`src/rtl/ifft_seq_pkg.sv`:
```
`default_nettype none
// ------------------------------------------------------------------
// ifft_seq_pkg: shared state encoding and constants for the IFFT
// frame sequencer.                                     Rev 1.0
// ------------------------------------------------------------------
package ifft_seq_pkg;

  typedef enum logic [2:0] {
    ST_IDLE   = 3'd0,
    ST_CONFIG = 3'd1,
    ST_STREAM = 3'd2,
    ST_DRAIN  = 3'd3,
    ST_DONE   = 3'd4
  } seq_state_t;

  localparam int ADDR_STEP         = 4;
  localparam int FRAME_LEN_DEFAULT = 1024;
  localparam int SIDX_W            = $clog2(FRAME_LEN_DEFAULT);

  function automatic int sidx_width(input int frame_len);
    return (frame_len > 1) ? $clog2(frame_len) : 1;
  endfunction

endpackage
`default_nettype wire

```
`src/rtl/axis_skid_fifo2.sv`:
```
`default_nettype none
// ------------------------------------------------------------------
// axis_skid_fifo2: 2-entry output skid FIFO (payload + tlast) with
// occupancy count.                                     Rev 1.0
// ------------------------------------------------------------------
module axis_skid_fifo2 #(
  parameter int WIDTH = 33
) (
  input  logic             clk,
  input  logic             resetn,
  input  logic             push,
  input  logic [WIDTH-1:0] push_data,
  input  logic             pop,
  output logic [WIDTH-1:0] head,
  output logic [1:0]       count
);

  logic [WIDTH-1:0] r_mem [2];
  logic             r_rd_ptr;
  logic             r_wr_ptr;
  logic [1:0]       r_count;
  logic             w_do_pop;
  logic             w_do_push;

  // A push into a full FIFO is accepted only when a pop frees a slot in the same cycle.
  assign w_do_pop  = pop && (r_count != 2'd0);
  assign w_do_push = push && ((r_count != 2'd2) || w_do_pop);

  always_ff @(posedge clk) begin
    if (!resetn) begin
      r_rd_ptr <= 1'b0;
      r_wr_ptr <= 1'b0;
      r_count  <= 2'd0;
    end else begin
      if (w_do_push) r_wr_ptr <= ~r_wr_ptr;
      if (w_do_pop)  r_rd_ptr <= ~r_rd_ptr;
      case ({w_do_push, w_do_pop})
        2'b10:   r_count <= r_count + 2'd1;
        2'b01:   r_count <= r_count - 2'd1;
        default: r_count <= r_count;
      endcase
    end
  end

  always_ff @(posedge clk) begin
    if (w_do_push) r_mem[r_wr_ptr] <= push_data;
  end

  assign head  = r_mem[r_rd_ptr];
  assign count = r_count;

endmodule
`default_nettype wire

```
`src/rtl/ifft_frame_sequencer.sv`:
```
`default_nettype none
// ------------------------------------------------------------------
// ifft_frame_sequencer: one IFFT config beat, then N frames streamed
// from BRAM to the IFFT. Optional macro PINGPONG_EN.   Rev 1.0
// ------------------------------------------------------------------
module ifft_frame_sequencer #(
  parameter int          FRAME_LEN = 1024,
  parameter int          CFG_W     = 16,
  parameter logic [31:0] BASE_ADDR = 32'h0,
  parameter int          NFRM_W    = 8
) (
  input  logic              clk,
  input  logic              resetn,
  input  logic              ctrl_start,
  input  logic [NFRM_W-1:0] num_frames,
  input  logic [CFG_W-1:0]  cfg_word,
  output logic [CFG_W-1:0]  ifft_s_axis_config_tdata,
  output logic              ifft_s_axis_config_tvalid,
  input  logic              ifft_s_axis_config_tready,
  output logic [31:0]       ifft_s_axis_data_tdata,
  output logic              ifft_s_axis_data_tvalid,
  output logic              ifft_s_axis_data_tlast,
  input  logic              ifft_s_axis_data_tready,
  output logic [31:0]       bram_addr,
  output logic              bram_en,
  input  logic [31:0]       bram_rdata,
  output logic              busy,
  output logic              done,
`ifdef PINGPONG_EN
  output logic              bank_sel,
`endif
  output logic [NFRM_W-1:0] frame_idx
);

  import ifft_seq_pkg::*;

  localparam int                   SIDX_BITS = sidx_width(FRAME_LEN);
  localparam logic [SIDX_BITS-1:0] SIDX_LAST = SIDX_BITS'(FRAME_LEN - 1);

  seq_state_t r_state;
  seq_state_t w_next_state;

  logic                 r_start_q;
  logic [CFG_W-1:0]     r_cfg;
  logic [NFRM_W-1:0]    r_nf_m1;
  logic [SIDX_BITS-1:0] r_sidx;
  logic [NFRM_W-1:0]    r_rd_frame;
  logic [NFRM_W-1:0]    r_frame_idx;
  logic                 r_inflight;
  logic                 r_inflight_last;

  logic        w_start_rise;
  logic        w_pop;
  logic        w_issue;
  logic        w_last_sidx;
  logic        w_last_read;
  logic        w_drain_done;
  logic [2:0]  w_occ_after;
  logic [1:0]  w_fifo_count;
  logic [32:0] w_fifo_head;
  logic [31:0] w_bank_off;

  assign w_start_rise = ctrl_start & ~r_start_q;
  assign w_pop        = ifft_s_axis_data_tvalid & ifft_s_axis_data_tready;

  // Count the beat leaving this cycle so a steady tready=1 stream sustains one read per cycle.
  assign w_occ_after  = {1'b0, w_fifo_count} + {2'b00, r_inflight} - {2'b00, w_pop};
  assign w_issue      = (r_state == ST_STREAM) && (w_occ_after < 3'd2);
  assign w_last_sidx  = (r_sidx == SIDX_LAST);
  assign w_last_read  = w_issue && w_last_sidx && (r_rd_frame == r_nf_m1);
  assign w_drain_done = !r_inflight &&
                        ((w_fifo_count == 2'd0) || ((w_fifo_count == 2'd1) && w_pop));

`ifdef PINGPONG_EN
  assign w_bank_off = r_rd_frame[0] ? 32'(FRAME_LEN) : 32'd0;
  assign bank_sel   = r_frame_idx[0];
`else
  assign w_bank_off = 32'd0;
`endif

  assign bram_en   = w_issue;
  assign bram_addr = BASE_ADDR + 32'(ADDR_STEP) * (32'(r_sidx) + w_bank_off);

  always_ff @(posedge clk) begin
    if (!resetn) r_state <= ST_IDLE;
    else         r_state <= w_next_state;
  end

  always_comb begin
    w_next_state              = r_state;
    ifft_s_axis_config_tvalid = 1'b0;
    busy                      = 1'b0;
    done                      = 1'b0;
    case (r_state)
      ST_IDLE: begin
        if (w_start_rise) w_next_state = ST_CONFIG;
      end
      ST_CONFIG: begin
        busy                      = 1'b1;
        ifft_s_axis_config_tvalid = 1'b1;
        if (ifft_s_axis_config_tready) w_next_state = ST_STREAM;
      end
      ST_STREAM: begin
        busy = 1'b1;
        if (w_last_read) w_next_state = ST_DRAIN;
      end
      ST_DRAIN: begin
        busy = 1'b1;
        if (w_drain_done) w_next_state = ST_DONE;
      end
      ST_DONE: begin
        busy         = 1'b1;
        done         = 1'b1;
        w_next_state = ST_IDLE;
      end
      default: w_next_state = ST_IDLE;
    endcase
  end

  always_ff @(posedge clk) begin
    if (!resetn) begin
      r_start_q       <= 1'b0;
      r_cfg           <= '0;
      r_nf_m1         <= '0;
      r_sidx          <= '0;
      r_rd_frame      <= '0;
      r_frame_idx     <= '0;
      r_inflight      <= 1'b0;
      r_inflight_last <= 1'b0;
    end else begin
      r_start_q       <= ctrl_start;
      r_inflight      <= w_issue;
      r_inflight_last <= w_issue && w_last_sidx;
      if ((r_state == ST_IDLE) && w_start_rise) begin
        r_cfg       <= cfg_word;
        r_nf_m1     <= (num_frames == '0) ? '0 : num_frames - NFRM_W'(1);
        r_sidx      <= '0;
        r_rd_frame  <= '0;
        r_frame_idx <= '0;
      end
      if (w_issue) begin
        if (w_last_sidx) begin
          r_sidx     <= '0;
          r_rd_frame <= r_rd_frame + NFRM_W'(1);
        end else begin
          r_sidx <= r_sidx + SIDX_BITS'(1);
        end
      end
      // Output-side frame index follows accepted tlast beats, held at the final frame.
      if (w_pop && w_fifo_head[32] && (r_frame_idx != r_nf_m1))
        r_frame_idx <= r_frame_idx + NFRM_W'(1);
    end
  end

  axis_skid_fifo2 #(
    .WIDTH (33)
  ) u_skid (
    .clk       (clk),
    .resetn    (resetn),
    .push      (r_inflight),
    .push_data ({r_inflight_last, bram_rdata}),
    .pop       (w_pop),
    .head      (w_fifo_head),
    .count     (w_fifo_count)
  );

  assign ifft_s_axis_config_tdata = r_cfg;
  assign ifft_s_axis_data_tvalid  = (w_fifo_count != 2'd0);
  assign ifft_s_axis_data_tdata   = w_fifo_head[31:0];
  assign ifft_s_axis_data_tlast   = ifft_s_axis_data_tvalid & w_fifo_head[32];
  assign frame_idx                = r_frame_idx;

endmodule
`default_nettype wire

```
`config.mk`:
```
export PLATFORM = sky130hd
export DESIGN_NAME = ifft_frame_sequencer
export DESIGN_NICKNAME = d
export VERILOG_FILES = /design/src/rtl/ifft_seq_pkg.sv /design/src/rtl/axis_skid_fifo2.sv /design/src/rtl/ifft_frame_sequencer.sv
export SDC_FILE = /design/constraint.sdc
export NUM_CORES = 1
export LEC_CHECK = 0
export BUFFER_PORTS_ARGS = -buffer_cell sky130_fd_sc_hd__buf_4
export CAP_MARGIN = 5
export CORE_UTILIZATION = 40
export CTS_BUF_LIST = sky130_fd_sc_hd__clkbuf_4
export DETAILED_ROUTE_END_ITERATION = 7
export SYNTH_ARGS = -nofsm -noshare
export SYNTH_HDL_FRONTEND = slang
export SYNTH_SLANG_ARGS = --single-unit
```
`constraint.sdc`:
```
create_clock -name clk -period 4.3 [get_ports clk]
set_input_delay 0.43 -clock clk [delete_from_list [all_inputs] [get_ports clk]]
set_output_delay 0.43 -clock clk [all_outputs]
set_load 0.02 [all_outputs]
```
==> results of run 1 <==
area by class of cell:
cell class                      count  area [µm²]  share of cell area
Clock buffer                       18       135.1             0.01861
Multi-Input combinational cell    362        2375              0.3271
Tap cell                          180       225.2             0.03102
Sequential cell                   127        3203              0.4412
Clock inverter                     14       261.5             0.03602
Antenna cell                        1       2.502           0.0003446
Timing Repair Buffer              135        1013              0.1396
Inverter                           12       45.04            0.006204
cells by family (layout without fill, tap and decap cells):
kind of cell             Yosys count  in the layout
AND/OR/NAND/NOR                  175            175
multiplexers                      39             39
flip-flops                       127            127
adder cells (fa/ha/maj)           10             10
XOR/XNOR                          25             25
buffers and inverters             57            179
AO/OA/AOI/OAI                     91             91
other                              1             23
power groups by stage:
stage / Clock (W) / Sequential, W / Combinational, W
finish: 0.00110 / 0.00137 / 0.000796
global route: 0.00117 / 0.00138 / 0.000870
CTS: 0.00112 / 0.00137 / 0.000803
detailed placement: 0 / 0.00140 / 0.000799
global placement: 0 / 0.00140 / 0.000787
floorplan: 0 / 0.00140 / 0.000532
worst reg2reg max path: stages (launching register included):
cell and delay, ns:
dfxtp_1 0.47, inv_1 0.12, ha_1 0.24, nand2b_1 0.21
inv_1 0.24, ha_1 0.28, nand2b_1 0.15, fa_1 0.51
and4bb_2 0.27, nand4_1 0.47, or4_1 0.68, a21oi_1 0.17
cells in the mapped netlist, drive strengths merged (7+ instances only):
library cell and n:
xnor2 12, buf 31, or4 12, nor3 9, a31oi 7, clkbuf 14, nand2 61, ha 9
nor2 29, mux2 33, o21ai 9, a21oi 35, dfxtp 61, a22oi 7, nand3 20, o311ai 7
inv 12, edfxtp 66, xor2 13
worst paths after layout:
check	start	endpoint	slack (ns)	cells past startpoint
min	bram_rdata[22]	u_skid.r_mem[0][22]	0.08	1
max reg2reg	u_skid.count[1]	r_rd_frame[5]	0.42	11
min reg2reg	ifft_s_axis_config_tdata[9]	ifft_s_axis_config_tdata[9]	0.46	2
max	u_skid.count[1]	bram_en	0.38	11
flip-flops by register name, summed over array words and instances, names as in the netlist, 2 cells and up, named ones only:
| name | count |
|---|---|
| frame_idx | 8 |
| ifft_s_axis_config_tdata | 16 |
| r_nf_m1 | 8 |
| r_rd_frame | 8 |
| r_sidx | 10 |
| r_state | 3 |
| u_skid.count | 2 |
| u_skid.r_mem | 66 |
routing by layer:
layer,track usage,share of wire,vias to the layer above
met5,0,0,-
met2,0.2942,0.49,141
met3,0.04786,0.063,11
li1,-,-,2160
met4,0.07470,0.013,0
met1,0.2124,0.43,2082
per-stage QoR:
stage / cell area [µm²] / hold slack, ns / total power, W
after floorplan: 5867 / 0.4037 / 0.001931
after global routing: 7261 / 0.01947 / 0.003420
after global placement: 6855 / 0.4354 / 0.002182
after detailed placement: 6855 / 0.4495 / 0.002198
after CTS: 7252 / 0.02533 / 0.003296
final: 7261 / 0.07768 / 0.003264
==> impl_metrics.csv, run 1 <==
group,metric,value,unit
place,place.gp.congestion,0.8029,
cells_and_area,drive_gt1_frac,0.3114,
logic_synthesis,yosys.area.top_type,"edfxtp_1",
routing,post-route-drc-count,0,
floorplan,initial_core_util,0.4138,
cells_and_area,layout_commonest_cell,"buf_4",
grt,grt_max_degree,34,
setup_path,required,3.87,ns
setup_path,crit_family,"adder cells",
logic_synthesis,synthMuxAreaShare,0.07458,
power,irDropWorstVdd,0.0001841,V
logic_synthesis,netlist_area,5788,µm²
grt,grt.total_usage,0.1759,
cells_and_area,fin_nets,726,
outcome,status,"complete, no violations",
routing,totalWireLength,12.95,mm
place,port_buffers,132,
routing,via_count,4394,
grt,grt_pass1_wl,20.18,mm
setup_path,cp_common_cell,"inv_1",
routing,drt_first_pass_iters,4,
clock_network,cts_buffers,17,
logic_synthesis,synth_top_area_share,0.3424,
place,place_hpwl,8.953,mm
power,p_leak,2.799,nW
floorplan,io-pin-count,155,
clock_network,clk_latency,0.53,ns
clock_network,cts_sinks,127,
setup_path,path_buf_inv,4,
grt,overflow,0,
grt,grt_antenna_before_repair,1,
routing,wl_per_cell,15.25,µm
timing,setup_violations,0,
timing,finalClockSkew,0.01456,ns
routing,drt-initial-drc-count,272,
power,switching_power,0.0009503,W
logic_synthesis,synth_compound_area_frac,0.1042,
routing,ant_nets,0,
cells_and_area,fill_cells,1268,
logic_synthesis,synth-simple-area-share,0.1541,
place,placed_cells,816,
clock_network,cts_tree,"built",
cells_and_area,final_cell_mix,"135 x buf_4, 66 x edfxtp_1, 61 x nand2_1, 61 x dfxtp_1, 35 x a21oi_1",
timing,worst_pin_slew,1.172,ns
setup_path,path_cells,"inv_1, ha_1, nand2b_1, inv_1, ha_1, nand2b_1, fa_1, and4bb_2, nand2_1, inv_1, buf_4",
logic_synthesis,syn_inst,525,
logic_synthesis,synth_warnings,0,
power,combPwrFrac,0.244,
setup_path,start_kind,"flop",
logic_synthesis,synth_area_leaders,"edfxtp_1 34%, dfxtp_1 21%, mux2_2 6.4%, nand2_1 4.0%, a21oi_1 3.0%",
floorplan,rows,43,
timing,grt_setup_unrepaired,"false",
timing,hold_viol_final,0,
timing,fin_ws,0.3774,ns
logic_synthesis,synth_xor_area_frac,0.03783,
power,power.density,449.6,nW/µm²
cells_and_area,finalNonFillerCells,849,
floorplan,die_height,122.3,µm
setup_path,worst-path-max-fanout,7,
setup_path,cpPeakStageDelay,0.51,ns
logic_synthesis,synth_top_family_by_area,"simple AND/OR/NAND/NOR gates",
logic_synthesis,synthFlopType,"edfxtp_1",
hold_path,hp-class,"in -> reg",
floorplan,die_area,14950,µm²
power,internal_power,0.002314,W
clock_network,cts_resized,0,
power,power_frac_seq,0.420,
timing,final.min_clock_period,3.923,ns
timing,slew_viol_final,0,
timing,relSlewSlack,0.2112,
timing,final.setup.tns,0,ns
floorplan,core,13990,µm²
clock_network,htree_levels,4,
place,dp_slack,0.4612,ns
routing,vias_per_cell,5.176,
cells_and_area,area_growth,25.44,%
setup_path,path_class,"reg -> out",
grt,grt_pass1_vias,4088,
clock_network,cts-root-buf,"clkbuf_4",
logic_synthesis,synth_cell_type_count,56,
timing,fmax,254.9,MHz
clock_network,post-cts-setup-buffers,0,
timing,finalCritPeriodShare,0.9122,
setup_path,cpMaxStageDelayCell,"fa_1",
setup_path,endpoint_kind,"output port",
logic_synthesis,synth_enable_flop_cells,66,
setup_path,cp_data_arrival_time,3.49,ns
floorplan,dieWidth,122.3,µm
clock_network,ctsHoldBuffers,0,
logic_synthesis,synthAdderAreaFrac,0.02291,
power,pwr-share-clk,0.336,
logic_synthesis,avgSynthCellArea,11.02,µm²
power,switching_share,0.2911,
logic_synthesis,postSynth.asyncResetShare,0,
clock_network,clk_path_buf_depth,2,
cells_and_area,fin_util,0.5191,
logic_synthesis,seq_area_frac_synth,0.5534,
logic_synthesis,ys_ff_latch,127,
clock_network,clkSlewWorstSetupHoldPaths,0.12,ns
job,cap_violations,0,
Power figures use the tool's default switching activity.
==> inputs of run 2 (changes only) <==
Settings changed: ABC_AREA set to 1.
==> impl_metrics.csv, run 2 <==
group,metric,value,unit
hold_path,hold_path_startpoint,"bram_rdata[24]",
setup_path,cp_data_arrival_time,3.21,ns
floorplan,initial_core_util,0.4101,
timing,finalClockSkew,0.01114,ns
power,p_leak,2.946,nW
place,dpl_cell_area,6798,µm²
place,dp_slack,1.227,ns
clock_network,htree_levels,4,
clock_network,cts-root-buf,"clkbuf_4",
timing,setup_violations,0,
cells_and_area,largest_reg_flops,66,
setup_path,r2r_end,"r_rd_frame[7]",
grt,overflow,0,
logic_synthesis,seq_area_frac_synth,0.5605,
timing,finalCritPeriodShare,0.8456,
routing,drt-initial-drc-count,317,
floorplan,dieWidth,121.5,µm
logic_synthesis,ys_ff_latch,127,
power,power.density,526.2,nW/µm²
timing,fin_ws,0.6637,ns
timing,grt_setup_unrepaired,"false",
timing,final.min_clock_period,3.636,ns
timing,relSlewSlack,0.2514,
place,port_buffers,132,
logic_synthesis,synth_cell_type_count,47,
clock_network,cts_resized,0,
setup_path,required,3.87,ns
setup_path,cp_common_cell,"inv_1",
routing,via_count,4309,
grt,grt_max_degree,39,
grt,grt.total_usage,0.1710,
routing,wl_per_cell,13.58,µm
clock_network,post-cts-setup-buffers,0,
setup_path,endpoint_kind,"output port",
power,finalPower,0.003769,W
routing,drt_first_pass_iters,4,
logic_synthesis,synth_warnings,0,
setup_path,r2r-start,"u_skid.count[1]",
cells_and_area,regMostFlops,"u_skid.r_mem",
routing,post-route-drc-count,0,
logic_synthesis,synthFlopType,"edfxtp_1",
setup_path,start_kind,"flop",
outcome,status,"complete, no violations",
setup_path,r2r_slack,1.29,ns
cells_and_area,layout_commonest_cell,"buf_4",
floorplan,die_area,14770,µm²
clock_network,clk_latency,0.54,ns
grt,grt_pass1_vias,4072,
floorplan,die_height,121.5,µm
floorplan,io-pin-count,155,
clock_network,clkSlewWorstSetupHoldPaths,0.12,ns
setup_path,ff2ff_path_depth,16,
clock_network,cts_buffers,17,
logic_synthesis,yosys.area.top_type,"edfxtp_1",
clock_network,clk_path_buf_depth,2,
job,cap_violations,0,
setup_path,worst-path-max-fanout,6,
power,irDropWorstVdd,0.0001876,V
cells_and_area,design_area,7163,µm²
timing,slew_viol_final,0,
logic_synthesis,synth_common_cells,"84 x nand2_1, 66 x edfxtp_1, 62 x nor2_1",
floorplan,core,13930,µm²
routing,totalWireLength,12.24,mm
hold_path,hp-class,"in -> reg",
cells_and_area,diodes,0,
logic_synthesis,postSynth.asyncResetShare,0,
cells_and_area,area_growth,25.36,%
logic_synthesis,synth_area_leaders,"edfxtp_1 35%, dfxtp_1 21%, mux2_2 6.3%, nand2_1 5.5%, nor2_1 4.1%",
cells_and_area,final_cell_mix,"134 x buf_4, 84 x nand2_1, 66 x edfxtp_1",
logic_synthesis,synth_enable_flop_cells,66,
cells_and_area,drive_gt1_frac,0.3107,
setup_path,path_class,"reg -> out",
logic_synthesis,avgSynthCellArea,10.02,µm²
timing,fmax,275.0,MHz
cells_and_area,fin_nets,779,
logic_synthesis,netlist_area,5714,µm²
floorplan,rows,43,
place,place_hpwl,8.515,mm
routing,ant_nets,0,
grt,grt_antenna_before_repair,0,
clock_network,cts_tree,"built",
timing,final.setup.tns,0,ns
setup_path,cpMaxStageDelayCell,"fa_1",
timing,worst_pin_slew,1.122,ns
clock_network,cts_sinks,127,
timing,hold_viol_final,0,
setup_path,path_cells,"inv_1, ha_1, inv_1, nand2_1, inv_1, ha_1, inv_1, nand2_1, fa_1, a21boi_1, nand3_4, inv_4, buf_4",
routing,vias_per_cell,4.782,
logic_synthesis,syn_inst,570,
hold_path,hold-path-endpoint,"u_skid.r_mem[1][24]",
hold_path,holdPathStages,1,
place,place.gp.congestion,0.8195,
logic_synthesis,synth_top_area_share,0.3468,
grt,grt_pass1_wl,19.31,mm
setup_path,cpPeakStageDelay,0.49,ns
logic_synthesis,synth.most_common_cell,"nand2_1",
[run 2: cell types whose count changed after synthesis, moves of 6 or more]
cell,delta
inv_1,+36
nor2_1,+34
nand2_1,+23
o21ai_0,+15
or4_1,-12
nand3_1,+9
clkbuf_1,-8
a22oi_1,-7
o21ai_1,+7
a31oi_1,-6
nand2b_1,-6
nor4_1,-6
[run 2: critical path, delay by kind of cell (launching register included)]
kind	cells	cell delay [ns]
adder cells (fa/ha/maj)	3	0.94
AO/OA/AOI/OAI	1	0.25
AND/OR/NAND/NOR	3	0.37
buffers and inverters	6	0.67
flip-flops	1	0.43
[run 2: repair_timing]
action / 4_1_cts / 5_1_grt
hold buffers: 0 / 2
endpoints found under the setup margin: 0 / 0
hold endpoints to repair: 0 / 3
[run 2: metrics by stage]
step           utilization  hold WS [ns]  std cells
2_1_floorplan            -        0.4037        591
3_3_place_gp        0.4878        0.4104        867
3_5_place_dp        0.4878        0.4164        867
4_1_cts             0.5126       0.01117        899
5_1_grt             0.5141      0.001016        901
6_report            0.5141       0.06341        901
[run 2: worst max path at each step]
stage                    start            endpoint  slack (ns)  depth (start not counted)
2_1_floorplan  u_skid.count[1]  u_skid.r_mem[1][0]        1.28                          7
3_3_place_gp   u_skid.count[1]             bram_en        1.39                         13
3_5_place_dp   u_skid.count[1]             bram_en        1.23                         13
4_1_cts        u_skid.count[1]             bram_en        0.60                         13
5_1_grt        u_skid.count[1]             bram_en        0.40                         13
6_report       u_skid.count[1]             bram_en        0.66                         13
[run 2: cells by family (layout without fill, tap and decap cells)]
kind of cell             count (synthesis)  count (layout)  share of synthesized area
flip-flops                             127             127                     0.5605
XOR/XNOR                                17              17                    0.02606
adder cells (fa/ha/maj)                 10              10                    0.02321
other                                    1              22                  0.0006563
multiplexers                            33              33                    0.06481
AO/OA/AOI/OAI                           80              80                    0.07554
buffers and inverters                   91             221                    0.07751
AND/OR/NAND/NOR                        211             211                     0.1717
[run 2: per-layer routing]
| metal | vias to the layer above | global-route usage | share of wire |
|---|---|---|---|
| li1 | 2163 | - | - |
| met1 | 2000 | 0.2074 | 0.45 |
| met2 | 130 | 0.2752 | 0.47 |
| met3 | 16 | 0.05780 | 0.065 |
| met4 | 0 | 0.07485 | 0.014 |
| met5 | - | 0 | 0 |
[run 2: layout make-up]
| type | count | area (µm²) |
|---|---|---|
| Inverter | 53 | 201.4 |
| Fill cell | 1291 | 6771 |
| Clock buffer | 17 | 127.6 |
| Sequential cell | 127 | 3203 |
| Multi-Input combinational cell | 373 | 2162 |
| Clock inverter | 15 | 217.7 |
| Tap cell | 180 | 225.2 |
| Timing Repair Buffer | 136 | 1026 |
[run 2: power breakdown]
group | total [W] | internal (W) | switching (W) | leakage, nW
Clock | 0.000964 | 0.000516 | 0.000448 | 0.165
Combinational | 0.00130 | 0.000523 | 0.000779 | 1.69
Sequential | 0.00150 | 0.00142 | 0.0000839 | 1.09
